<file path="src/rtl/micro_udp_engine_tx_arb.sv">
// Two-source packet arbiter merging the ARP and UDP transmit streams onto one
// MAC-facing stream. A grant is taken at a start-of-packet beat and held until
// the end-of-packet beat is transferred, so packets are never interleaved.
// Beats that arrive mid-packet while no grant is held are discarded and counted.
module micro_udp_engine_tx_arb #(
    parameter int ARP_STRICT_PRIO = 0
) (
    input  logic         clk,
    input  logic         reset_n,
    input  logic [255:0] arp_tx_data,
    input  logic [4:0]   arp_tx_empty,
    input  logic         arp_tx_startofpacket,
    input  logic         arp_tx_endofpacket,
    input  logic         arp_tx_valid,
    output logic         arp_tx_ready,
    input  logic [255:0] udp_tx_data,
    input  logic [4:0]   udp_tx_empty,
    input  logic         udp_tx_startofpacket,
    input  logic         udp_tx_endofpacket,
    input  logic         udp_tx_valid,
    output logic         udp_tx_ready,
    output logic [255:0] l4_tx_data,
    output logic [4:0]   l4_tx_empty,
    output logic         l4_tx_startofpacket,
    output logic         l4_tx_endofpacket,
    output logic         l4_tx_valid,
    input  logic         l4_tx_ready,
    output logic [31:0]  pkt_cnt_arp,
    output logic [31:0]  pkt_cnt_udp,
    output logic [15:0]  drop_cnt,
    output logic         grant_arp,
    output logic         grant_udp
);

    typedef enum logic [1:0] {
        IDLE    = 2'd0,
        GNT_ARP = 2'd1,
        GNT_UDP = 2'd2
    } state_t;

    state_t state_reg, state_next;
    // 1 = ARP held the most recent grant, 0 = UDP did
    logic   last_gnt_arp_reg, last_gnt_arp_next;

    // Per-source views, bit 0 = ARP, bit 1 = UDP
    logic [1:0] src_valid, src_sop, src_eop;
    logic [1:0] src_req, src_stray, src_grant, src_done, idle_stray;
    logic       pick_arp;

    logic [31:0] pkt_cnt_reg [2];
    logic [15:0] drop_cnt_reg;
    logic [1:0]  drop_inc;
    logic [16:0] drop_sum;

    assign src_valid = {udp_tx_valid, arp_tx_valid};
    assign src_sop   = {udp_tx_startofpacket, arp_tx_startofpacket};
    assign src_eop   = {udp_tx_endofpacket, arp_tx_endofpacket};
    assign src_req   = src_valid & src_sop;
    assign src_stray = src_valid & ~src_sop;
    assign src_grant = {state_reg == GNT_UDP, state_reg == GNT_ARP};
    assign src_done  = src_grant & src_valid & src_eop & {2{l4_tx_ready}};
    assign idle_stray = src_stray & {2{state_reg == IDLE}};

    // On a tie ARP wins when strict, otherwise whoever was not granted last
    assign pick_arp = (ARP_STRICT_PRIO != 0) || !last_gnt_arp_reg;

    // State and round-robin pointer registers
    always_ff @(posedge clk or negedge reset_n) begin
        if (!reset_n) begin
            state_reg        <= IDLE;
            last_gnt_arp_reg <= 1'b0;
        end else begin
            state_reg        <= state_next;
            last_gnt_arp_reg <= last_gnt_arp_next;
        end
    end

    // Next-state: arbitrate from IDLE, release a grant after the last beat moves
    always_comb begin
        state_next        = state_reg;
        last_gnt_arp_next = last_gnt_arp_reg;
        case (state_reg)
            IDLE: begin
                if (src_req[0] && (!src_req[1] || pick_arp)) begin
                    state_next        = GNT_ARP;
                    last_gnt_arp_next = 1'b1;
                end else if (src_req[1]) begin
                    state_next        = GNT_UDP;
                    last_gnt_arp_next = 1'b0;
                end
            end
            GNT_ARP: if (src_done[0]) state_next = IDLE;
            GNT_UDP: if (src_done[1]) state_next = IDLE;
            default: state_next = IDLE;
        endcase
    end

    // Output mux: pass the granted source through; in IDLE only swallow strays.
    // Readies are gated by reset_n so they fall the instant reset asserts.
    always_comb begin
        l4_tx_data          = '0;
        l4_tx_empty         = '0;
        l4_tx_startofpacket = 1'b0;
        l4_tx_endofpacket   = 1'b0;
        l4_tx_valid         = 1'b0;
        arp_tx_ready        = 1'b0;
        udp_tx_ready        = 1'b0;
        case (state_reg)
            IDLE: begin
                arp_tx_ready = src_stray[0] & reset_n;
                udp_tx_ready = src_stray[1] & reset_n;
            end
            GNT_ARP: begin
                l4_tx_data          = arp_tx_data;
                l4_tx_empty         = arp_tx_empty;
                l4_tx_startofpacket = arp_tx_startofpacket;
                l4_tx_endofpacket   = arp_tx_endofpacket;
                l4_tx_valid         = arp_tx_valid;
                arp_tx_ready        = l4_tx_ready;
            end
            GNT_UDP: begin
                l4_tx_data          = udp_tx_data;
                l4_tx_empty         = udp_tx_empty;
                l4_tx_startofpacket = udp_tx_startofpacket;
                l4_tx_endofpacket   = udp_tx_endofpacket;
                l4_tx_valid         = udp_tx_valid;
                udp_tx_ready        = l4_tx_ready;
            end
            default: ;
        endcase
    end

    assign grant_arp = (state_reg == GNT_ARP);
    assign grant_udp = (state_reg == GNT_UDP);

    // Per-source forwarded-packet counters, wrapping at 2^32
    for (genvar gi = 0; gi < 2; gi++) begin : g_pkt_cnt
        always_ff @(posedge clk or negedge reset_n) begin
            if (!reset_n) begin
                pkt_cnt_reg[gi] <= '0;
            end else if (src_done[gi]) begin
                pkt_cnt_reg[gi] <= pkt_cnt_reg[gi] + 32'd1;
            end
        end
    end

    assign pkt_cnt_arp = pkt_cnt_reg[0];
    assign pkt_cnt_udp = pkt_cnt_reg[1];

    // Both sources may drop a stray beat in the same cycle, so add up to two
    assign drop_inc = {1'b0, idle_stray[0]} + {1'b0, idle_stray[1]};
    assign drop_sum = {1'b0, drop_cnt_reg} + {15'd0, drop_inc};

    // Saturating stray-beat counter
    always_ff @(posedge clk or negedge reset_n) begin
        if (!reset_n) begin
            drop_cnt_reg <= '0;
        end else begin
            drop_cnt_reg <= drop_sum[16] ? 16'hFFFF : drop_sum[15:0];
        end
    end

    assign drop_cnt = drop_cnt_reg;

endmodule

</file>
<file path="config.mk">
export PLATFORM = sky130hd
export DESIGN_NAME = micro_udp_engine_tx_arb
export DESIGN_NICKNAME = d
export VERILOG_FILES = /design/src/rtl/micro_udp_engine_tx_arb.sv
export SDC_FILE = /design/constraint.sdc
export NUM_CORES = 1
export LEC_CHECK = 0
export BUFFER_PORTS_ARGS = -buffer_cell sky130_fd_sc_hd__buf_2
export CELL_PAD_IN_SITES_DETAIL_PLACEMENT = 1
export CELL_PAD_IN_SITES_GLOBAL_PLACEMENT = 1
export CORE_AREA = 4 4 340 342
export DETAILED_ROUTE_END_ITERATION = 8
export DIE_AREA = 0 0 344 346
export HOLD_SLACK_MARGIN = 0.15
export PLACE_DENSITY_LB_ADDON = 0.3
export SLEW_MARGIN = 20
export SYNTH_ARGS = -nofsm -noshare
export SYNTH_HDL_FRONTEND = slang
export SYNTH_SLANG_ARGS = --single-unit
</file>
<file path="constraint.sdc">
create_clock -name clk -period 3.58 [get_ports clk]
set_clock_uncertainty 0.05 [all_clocks]
set_input_delay 0.358 -clock clk [delete_from_list [all_inputs] [get_ports clk]]
set_output_delay 0.358 -clock clk [all_outputs]
set_load 0.01 [all_outputs]
</file>
==> flow_summary.yaml <==
global_route:
  grt_pass1_wl_um: 111000
  globalRouteTotalUtil: 0.136
  antenna_found_initial: 129
  grt-ovfl-total: 0
  grt_pass1_vias: 12100
  grt_max_degree: 146
timing:
  hold_viol: 0
  fin_crit_ns: 2.98
  slew_violations: 0
  setup_viol_count_final: 0
  post-route-period-util: 0.831
  finalSetupTns_ns: 0
  max_freq_ghz: 0.336
  worst_pin_slew_ns: 0.849
  whs_ns: 0.315
  relSlewSlack: 0.434
  grt_setup_unrepaired: "no"
detailed_routing:
  drc: 0
  via_count: 11800
  wl_per_cell_um: 25.5
  dr.pass1.iters: 5
  via_per_inst: 3.54
  wl_um: 85500
  drtAntennaViolNets: 0
  drt_iter0_drc: 761
setup_path:
  rrSetupSlack_ns: 0.68
  end_kind: "primary output"
  crit_type: "flip-flop to primary output"
  critPathBufInv: 4
  r2r-end: "drop_cnt[13]"
  r2r_start: "state_reg[0]"
  r2r_cells: 9
  crit_family: "buffers and inverters"
  worstSetupStartpointType: "flip-flop"
  cp.required_ns: 3.17
  cpPeakStageDelay_ns: 0.42
  path_cells: "inv_1 > ha_4 > buf_12 > buf_4 > a22oi_1 > nor2b_1 > buf_2"
  slowest_stage: "dfrtp_1"
  crit_arrival_ns: 2.57
  path_max_fanout: 45
floorplan:
  start_util: 0.0712
  io_pins: 879
  die-area_um2: 119000
  rows: 123
  die_x_um: 344
  core-area_um2: 112000
  die_h_um: 346
pwr:
  p_total_uw: 7990
  p_per_area_nw_per_um2: 545
  leakage_uw: 0.00690
  vdd_drop_max_uv: 304
yosys:
  syn-num-nets: 1527
  syn-cell-area_um2: 8000
  ys_ff_latch: 83
  syn_avg_cell_area_um2: 8.09
  synth_warnings: 0
  synth_cell_types: 37
  synthCells: 989
  yosysSeqAreaShare: 0.259
clock_network:
  holdBufCountCts: 1
  htreeDepth: 3
  cts_setup_buffers: 0
  cts_resized: 0
  cts.path.max_buffers: 2
  numCtsBuffers: 9
  numClockSinks: 83
  clockRootBuffer: "clkbuf_16"
  clock_latency_ns: 0.36
  cts.clk_slew.worst_paths_ns: 0.06
  cts_tree: "built"
flow_run:
  cap_violations: 0
placement:
  io_buffer_count: 878
  gp_congestion: 0.898
  dp_hpwl_um: 75700
worst_hold_path:
  hold_path_class: "input port to flip-flop"
  whs_path_depth: 3
  hold-path-endpoint: "last_gnt_arp_reg"
  hold_start: "arp_tx_startofpacket"
cells_and_area:
  nNetsFinal: 2346
  final_util: 0.131
  area_growth_pct: 83.3
  fillers: 13700
  drive_above_1_share: 0.517
run_status:
  status: "complete, no violations"
[final cells by class]
| type | instances | area [um^2] | share of cell area |
|---|---|---|---|
| flip-flops and latches | 83 | 2080 | 0.142 |
| repair buffers | 900 | 4680 | 0.319 |
| diodes | 35 | 87.6 | 0.00597 |
| clock inverters | 7 | 121 | 0.00827 |
| clock buffers | 9 | 225 | 0.0153 |
| multi-input cells | 806 | 5580 | 0.380 |
| well taps | 1500 | 1880 | 0.128 |
| inverters | 8 | 30.0 | 0.00205 |
[synth_stat cells]
| library cell | count | area, um^2 |
|---|---|---|
| and3_1 | 10 | 62.6 |
| nor3_2 | 10 | 100 |
| nor4_4 | 2 | 42.5 |
| a22o_1 | 2 | 17.5 |
| nor4_1 | 5 | 31.3 |
| ha_1 | 6 | 75.1 |
| or3_1 | 4 | 25.0 |
| nor3_1 | 8 | 40.0 |
| and2_1 | 4 | 25.0 |
| xnor2_1 | 55 | 482 |
| nand3_1 | 31 | 155 |
| dfrtp_1 | 83 | 2080 |
| nand4_1 | 31 | 194 |
| mux2i_1 | 1 | 10.0 |
| o21ai_0 | 1 | 5.00 |
| and3b_1 | 2 | 17.5 |
| nor2b_1 | 264 | 1650 |
| nand2b_1 | 3 | 18.8 |
| inv_1 | 8 | 30.0 |
| nor2_1 | 13 | 48.8 |
| buf_2 | 3 | 15.0 |
| a22oi_1 | 265 | 1990 |
| and4_1 | 8 | 70.1 |
| xor2_1 | 17 | 149 |
| a21oi_1 | 1 | 5.00 |
| or4_4 | 1 | 11.3 |
| buf_1 | 9 | 33.8 |
| nand2_1 | 53 | 199 |
| clkbuf_1 | 79 | 297 |
| fa_1 | 1 | 20.0 |
| a31o_2 | 1 | 8.76 |
| a31oi_1 | 1 | 6.26 |
| nand4_4 | 1 | 21.3 |
| mux2_2 | 3 | 33.8 |
| buf_6 | 1 | 11.3 |
| nand4_2 | 1 | 12.5 |
| nor3b_2 | 1 | 12.5 |
[metrics by stage]
step / std cells / setup WS (ns) / instance area [um^2]
3_3_place_gp: 3296 / 0.665 / 14200
4_1_cts: 3313 / 0.580 / 14600
6_report: 3348 / 0.603 / 14700
2_1_floorplan: 989 / 1.07 / 8000
5_1_grt: 3317 / 0.433 / 14600
3_5_place_dp: 3296 / 0.651 / 14200
[kinds of logic (layout without fill, tap and decap cells)]
| family | Yosys count | after routing | share of synthesized area |
|---|---|---|---|
| fa+ha+maj | 7 | 7 | 0.0119 |
| simple gates | 452 | 452 | 0.342 |
| mux | 4 | 4 | 0.00547 |
| other cells | 0 | 35 | 0 |
| compound gates | 271 | 271 | 0.254 |
| flops | 83 | 83 | 0.259 |
| xor+xnor | 72 | 72 | 0.0788 |
| buf+inv | 100 | 924 | 0.0483 |
[where the power goes]
part           internal [uW]  switching, uW
Clock                    689            437
Combinational           2440           3300
Sequential              1010            114
[per-layer routing]
metal	share of wire	wire [um]	global-route usage	vias to the layer above
li1	-	-	-	5309
met1	0.39	33100	0.158	5716
met2	0.48	41200	0.236	614
met3	0.11	9630	0.0611	149
met4	0.014	1180	0.0144	54
met5	0.0039	335	0	-
[cells in the final DEF, fill, tap and decap left out, drive strengths merged, types with 4 or more instances in the layout]
master	netlist	routed
inv	8	11
and2	4	4
diode	0	35
and3	10	10
nor2	13	13
or3	4	4
nand4	33	33
clkbuf	79	9
nand3	31	31
and4	8	8
a22oi	265	265
buf	13	899
nor2b	264	264
xor2	17	17
dfrtp	83	83
ha	6	6
nor3	18	18
xnor2	55	55
nor4	7	7
nand2	53	53
[worst register-to-register path, cell delays in order (launching register included)]
cell and delay (ns):
dfrtp_1 0.42, inv_1 0.19, ha_4 0.19, and3b_1 0.21
fa_1 0.23, ha_1 0.22, nand2_1 0.14, or3_1 0.41
or3_1 0.60, nand3_1 0.17
[worst max path at each step]
stage / from / endpoint / slack, ns / depth (start not counted)
6_report: state_reg[1] / l4_tx_data[83] / 0.60 / 7
5_1_grt: state_reg[0] / drop_cnt[13] / 0.43 / 9
4_1_cts: state_reg[1] / l4_tx_data[144] / 0.58 / 7
3_5_place_dp: state_reg[0] / drop_cnt[13] / 0.65 / 9
3_3_place_gp: state_reg[0] / drop_cnt[13] / 0.67 / 9
2_1_floorplan: state_reg[0] / drop_cnt[8] / 1.07 / 10
Note: power is estimated with default switching activity, not from simulation.
